[src/rtl/cadence_pkg.sv]
// Shared types and default sizes for the cadence line generator.
package cadence_pkg;

    // Default widths: half-period count, bounce segment length,
    // glitch-count field and clean-rising-edge counter.
    localparam int PER_W_DEF = 24;
    localparam int GL_W_DEF  = 8;
    localparam int NG_W_DEF  = 3;
    localparam int CNT_W_DEF = 16;

    // Generator phases. IDLE holds the line low. LOW and HIGH are the clean
    // half-periods. BNC_R and BNC_F are the bounce bursts at the rising and
    // falling edges.
    typedef enum logic [2:0] {
        IDLE,
        LOW,
        BNC_R,
        HIGH,
        BNC_F
    } cad_gen_state_t;

endpackage

[src/rtl/cadence_gen_phase_timer.sv]
// Loadable down-counter that times clean phases and bounce segments.
// Loading len-1 on phase entry makes done rise on the last cycle of the phase.
module phase_timer
    import cadence_pkg::*;
#(
    parameter int PER_W = PER_W_DEF
) (
    input  logic             clk,
    input  logic             rst_n,
    input  logic             load,
    input  logic [PER_W-1:0] load_val,
    output logic             done
);

    logic [PER_W-1:0] cnt_q;

    // Count down toward zero, reloading whenever a new phase or segment starts.
    always_ff @(posedge clk or negedge rst_n) begin
        if (!rst_n) begin
            cnt_q <= '0;
        end else if (load) begin
            cnt_q <= load_val;
        end else if (cnt_q != '0) begin
            cnt_q <= cnt_q - PER_W'(1);
        end
    end

    assign done = (cnt_q == '0);

endmodule

[src/rtl/cadence_gen.sv]
// Programmable pedal-cadence emulator. It produces a square wave on the
// cadence line and can add contact bounce at each edge. The configuration
// is shadowed so that a period in progress is never distorted.
module cadence_gen
    import cadence_pkg::*;
#(
    parameter int PER_W = PER_W_DEF,
    parameter int GL_W  = GL_W_DEF,
    parameter int NG_W  = NG_W_DEF,
    parameter int CNT_W = CNT_W_DEF
) (
    input  logic             clk,
    input  logic             rst_n,
    input  logic             en,
    input  logic [PER_W-1:0] half_per,
    input  logic [NG_W-1:0]  num_glitch,
    input  logic [GL_W-1:0]  glitch_len,
    input  logic             clr_cnt,
    output logic             cadence,
    output logic [CNT_W-1:0] rise_cnt,
    output logic             busy
);

    localparam int SEG_W = NG_W + 1;

    cad_gen_state_t state_q, state_d;

    logic [PER_W-1:0] hp_q, hp_d;
    logic [NG_W-1:0]  ng_q, ng_d;
    logic [GL_W-1:0]  gl_q, gl_d;
    logic [SEG_W-1:0] seg_q, seg_d;
    logic             cad_q, cad_d;
    logic             busy_q;
    logic [CNT_W-1:0] rise_q, rise_d;

    logic             tmr_load;
    logic [PER_W-1:0] tmr_val;
    logic             tmr_done;
    logic             last_seg;

    // A zero segment length behaves like a length of one, so it loads zero.
    function automatic logic [PER_W-1:0] seg_load(input logic [GL_W-1:0] g);
        logic [PER_W-1:0] r;
        r = '0;
        if (g != '0) begin
            r = PER_W'(g - GL_W'(1));
        end
        return r;
    endfunction

    phase_timer #(
        .PER_W (PER_W)
    ) u_timer (
        .clk      (clk),
        .rst_n    (rst_n),
        .load     (tmr_load),
        .load_val (tmr_val),
        .done     (tmr_done)
    );

    // A burst is 2*num_glitch segments, indexed 0 .. 2*num_glitch-1.
    assign last_seg = (seg_q == ({ng_q, 1'b0} - SEG_W'(1)));

    // Sequence the phases, shadow the config, and compute the next line level.
    always_comb begin
        state_d  = state_q;
        hp_d     = hp_q;
        ng_d     = ng_q;
        gl_d     = gl_q;
        seg_d    = seg_q;
        cad_d    = cad_q;
        tmr_load = 1'b0;
        tmr_val  = '0;
        unique case (state_q)
            IDLE: begin
                cad_d = 1'b0;
                if (en && (half_per != '0)) begin
                    hp_d     = half_per;
                    ng_d     = num_glitch;
                    gl_d     = glitch_len;
                    state_d  = LOW;
                    tmr_load = 1'b1;
                    tmr_val  = half_per - PER_W'(1);
                end
            end
            LOW: begin
                if (tmr_done) begin
                    if (!en) begin
                        state_d = IDLE;
                        cad_d   = 1'b0;
                    end else begin
                        hp_d = half_per;
                        ng_d = num_glitch;
                        gl_d = glitch_len;
                        if (half_per == '0) begin
                            state_d = IDLE;
                            cad_d   = 1'b0;
                        end else if (num_glitch != '0) begin
                            state_d  = BNC_R;
                            seg_d    = '0;
                            tmr_load = 1'b1;
                            tmr_val  = seg_load(glitch_len);
                            cad_d    = 1'b1;
                        end else begin
                            state_d  = HIGH;
                            tmr_load = 1'b1;
                            tmr_val  = half_per - PER_W'(1);
                            cad_d    = 1'b1;
                        end
                    end
                end
            end
            BNC_R: begin
                if (tmr_done) begin
                    tmr_load = 1'b1;
                    if (last_seg) begin
                        state_d = HIGH;
                        tmr_val = hp_q - PER_W'(1);
                        cad_d   = 1'b1;
                    end else begin
                        seg_d   = seg_q + SEG_W'(1);
                        tmr_val = seg_load(gl_q);
                        cad_d   = seg_q[0];
                    end
                end
            end
            HIGH: begin
                if (tmr_done) begin
                    tmr_load = 1'b1;
                    cad_d    = 1'b0;
                    if (ng_q != '0) begin
                        state_d = BNC_F;
                        seg_d   = '0;
                        tmr_val = seg_load(gl_q);
                    end else begin
                        state_d = LOW;
                        tmr_val = hp_q - PER_W'(1);
                    end
                end
            end
            BNC_F: begin
                if (tmr_done) begin
                    tmr_load = 1'b1;
                    if (last_seg) begin
                        state_d = LOW;
                        tmr_val = hp_q - PER_W'(1);
                        cad_d   = 1'b0;
                    end else begin
                        seg_d   = seg_q + SEG_W'(1);
                        tmr_val = seg_load(gl_q);
                        cad_d   = ~seg_q[0];
                    end
                end
            end
            default: begin
                state_d = IDLE;
                cad_d   = 1'b0;
            end
        endcase
    end

    // Count entries into HIGH, saturating. A clear takes priority over a count.
    always_comb begin
        rise_d = rise_q;
        if (clr_cnt) begin
            rise_d = '0;
        end else if ((state_d == HIGH) && (state_q != HIGH) && (rise_q != '1)) begin
            rise_d = rise_q + CNT_W'(1);
        end
    end

    // Register the state, the shadow config, the line level and the status outputs.
    always_ff @(posedge clk or negedge rst_n) begin
        if (!rst_n) begin
            state_q <= IDLE;
            hp_q    <= '0;
            ng_q    <= '0;
            gl_q    <= '0;
            seg_q   <= '0;
            cad_q   <= 1'b0;
            busy_q  <= 1'b0;
            rise_q  <= '0;
        end else begin
            state_q <= state_d;
            hp_q    <= hp_d;
            ng_q    <= ng_d;
            gl_q    <= gl_d;
            seg_q   <= seg_d;
            cad_q   <= cad_d;
            busy_q  <= (state_d != IDLE);
            rise_q  <= rise_d;
        end
    end

    assign cadence  = cad_q;
    assign busy     = busy_q;
    assign rise_cnt = rise_q;

endmodule

[config.mk]
export PLATFORM = sky130hd
export DESIGN_NAME = cadence_gen
export DESIGN_NICKNAME = d
export VERILOG_FILES = /design/src/rtl/cadence_pkg.sv /design/src/rtl/cadence_gen_phase_timer.sv /design/src/rtl/cadence_gen.sv
export SDC_FILE = /design/constraint.sdc
export NUM_CORES = 1
export LEC_CHECK = 0
export CORE_ASPECT_RATIO = 1.75
export CORE_MARGIN = 2
export CORE_UTILIZATION = 45
export CTS_BUF_LIST = sky130_fd_sc_hd__clkbuf_4 sky130_fd_sc_hd__clkbuf_8 sky130_fd_sc_hd__clkbuf_16
export DETAILED_ROUTE_END_ITERATION = 8
export DONT_BUFFER_PORTS = 1
export HOLD_SLACK_MARGIN = 0.03
export PLACE_DENSITY = 0.7
export RECOVER_POWER = 100
export SYNTH_ARGS = -nofsm -noshare
export SYNTH_HDL_FRONTEND = slang
export SYNTH_SLANG_ARGS = --single-unit
[constraint.sdc]
create_clock -name clk -period 2.7 [get_ports clk]
set_input_delay 0.135 -clock clk [delete_from_list [all_inputs] [get_ports clk]]
set_output_delay 0.135 -clock clk [all_outputs]
set_load 0.02 [all_outputs]
==> metrics.cfg <==
[status]
status = complete, but fails checks
failed_checks = max-capacitance violations, max-slew violations

[placed_design]
placed_cells = 797
hpwlAfterDp_microns = 12100
place.gp.congestion = 0.9473
dp_slack_ns = -0.09786
port_buffers = 0
dpl-instance-area_sq_um = 6136

[worst_setup_path]
arrival_ns = 2.88
r2r_slack_ns = 0.09
critical_path_required_ns = 2.97
slowest_stage = nor4_2
end_kind = flop
rr_worst_depth = 7
crit_path_max_incr_delay_ns = 0.43
crit_family = simple AND/OR/NAND/NOR gates
path_max_fanout = 12
crit_chain = nor4_2 > nand3_1 > nor3_4 > mux2i_4 > o2111ai_4 > or3_1 > a21oi_1
cp_num_buf_inv = 0
cp-start-kind = flop
path_class = reg2reg
cp.depth = 7

[logic_synthesis]
syn-num-nets = 657
ys_seq_area_share_pct = 36.86
async_reset_ff_share_pct = 100.0
synth_ff_type = dfrtp_1
synth_largest_area_cell = dfrtp_1
synth_common_cells = dfrtp_1, nor2_1, nand2_1, xnor2_1, xor2_1
synth_area_sq_um = 5703
ys_types = 73
syn-mean-instance-area_sq_um = 9.380
synthCells = 608
synth_edf_count = 0
synth_area_leaders = dfrtp_1, xnor2_1, mux2_2
yosys_warnings = 0
synth_top_area_share_pct = 36.86
synth_seq_cells = 84
yosysMostFrequentCell = dfrtp_1

[grt]
grt_antenna_before_repair = 0
grtUsageTotal_pct = 25.08
grt_pass1_vias = 5336
grt_pass1_wl_microns = 26620
grt_max_degree = 85
overflow = 0

[floorplanning]
io_pins = 57
core-area_sq_um = 12430
die_w_microns = 89.10
rows = 54
start_util_pct = 45.87
die-area_sq_um = 13630
fp.dieH_microns = 152.9

[cells_and_area]
design_area_sq_um = 6903
drive_above_1_share_pct = 17.81
fin_cells = 853
area_growth_pct = 21.04
nNetsFinal = 729
diodes = 0

[sta]
finalCriticalPeriod_ns = 2.614
timing.fmax_ghz = 0.3826
finalHoldViolCount = 0
fin_crit_sh_pct = 96.81
slew_violations = 85
fin_worst_skew_ns = 0.006042
tightest_slew_ns = 2.143
whs_ns = 0.03826
slew_headroom_pct = -42.84
setup_ws_ns = 0.08611
setup_viol = 0
rsz0062_at_grt = yes
final.setup.tns_ns = 0

[cts]
clkSinkCount = 84
cts-root-buf = clkbuf_16
clk_pin_slew_ns = 0.07
htree_levels = 3
cts_tree = yes
clock_latency_ns = 0.35
clk_path_buf_depth = 2
numCtsBuffers = 9

[run]
drv_cap = 1

[min_path]
min_path_type = in2reg
hold_depth = 2

[routing]
wl_per_cell_microns = 19.13
drt-total-wl_microns = 16320
drtIter0Drc = 240
drc = 0
drt-vias-per-instance = 5.954
drtPass1Iterations = 4
ant_nets = 0
vias = 5079

[power_and_ir_drop]
vdd_drop_max_uv = 337.4
leakagePower_nw = 2.916
p_per_area_nw_per_um2 = 436.4

-- final timing paths --
| path | from | end |
|---|---|---|
| setup / recovery | u_timer.cnt_q[19] | rise_cnt[12] |
| hold / removal | half_per[18] | u_timer.cnt_q[18] |
| setup reg to reg | u_timer.cnt_q[19] | rise_cnt[12] |
| hold reg to reg | seg_q[3] | seg_q[3] |
| max in group asynchronous | rst_n | hp_q[10] |
| min in group asynchronous | rst_n | rise_cnt[11] |
-- sequential cells by signal, summed over array words and instances, names as in the netlist --
| name | flops |
|---|---|
| seg_q | 4 |
| busy | 1 |
| rise_cnt | 16 |
| hp_q | 24 |
| gl_q | 8 |
| u_timer.cnt_q | 24 |
| cadence | 1 |
| state_q | 3 |
| ng_q | 3 |
-- layout make-up --
type / instances / area [sq um]
clock inverter: 7 / 76.32
clock buffer: 9 / 225.2
inverter: 19 / 71.32
fill: 1137 / 5529
timing repair buffer: 80 / 713.2
sequential: 84 / 2102
tap: 168 / 210.2
multi-input combinational: 486 / 3505
-- worst register-to-register path, stage by stage, from the launching register on --
cell	delay, ns
dfrtp_1	0.42
nor4_2	0.43
nand3_1	0.21
nor3_4	0.23
mux2i_4	0.40
o2111ai_4	0.25
or3_1	0.42
a21oi_1	0.18
-- stage by stage --
stage | total power (W) | util (%)
after floorplan | 0.001610 | -
after global placement | 0.001669 | 49.36
after detailed placement | 0.001688 | 49.36
after CTS | 0.003020 | 54.98
after global routing | 0.003125 | 55.53
final | 0.003012 | 55.53
-- kinds of logic after synthesis --
kind of cell	count (synthesis)	share of synthesized area, %
adder cells (fa/ha/maj)	10	2.194
multiplexers	36	6.999
XOR/XNOR	78	12.22
AND/OR/NAND/NOR	240	23.65
AO/OA/AOI/OAI	121	14.70
flip-flops	84	36.86
buffers and inverters	39	3.379
-- power breakdown --
part | switching, W | internal, W
Sequential | 0.0000817 | 0.00131
Clock | 0.000549 | 0.000721
Combinational | 0.000167 | 0.000179
Total | 0.000797 | 0.00222
-- per-layer routing --
layer	wire length, microns	GRT usage (%)	vias up
met1	5898	27.11	2511
li1	-	-	2374
met5	0	0	-
met3	606	4.752	54
met4	846	12.86	0
met2	8971	44.59	140
-- cells in the final DEF, fill, tap and decap left out, types with 10 or more instances in the layout --
master / instances
a21oi_1: 26
nor3_1: 29
mux2_2: 29
dfrtp_1: 84
xnor2_1: 42
buf_4: 41
o21ai_0: 19
inv_1: 19
xor2_1: 35
or4_1: 11
ha_1: 10
nor2_1: 57
dlygate4sd3_1: 36
nand3_1: 13
nor4_1: 17
o21ai_1: 16
nand2_1: 42
or3_1: 19
-- what timing repair did --
item / in CTS / in global routing
hold buffers: 37 / 0
gates resized for setup: 2 / 10
endpoints found under the setup margin: 10 / 21
endpoints found under the hold margin: 136 / 0
setup buffers: 0 / 2
gates cloned: 0 / 1
pin swaps: 0 / 0
(Power assumes the default switching activity.)
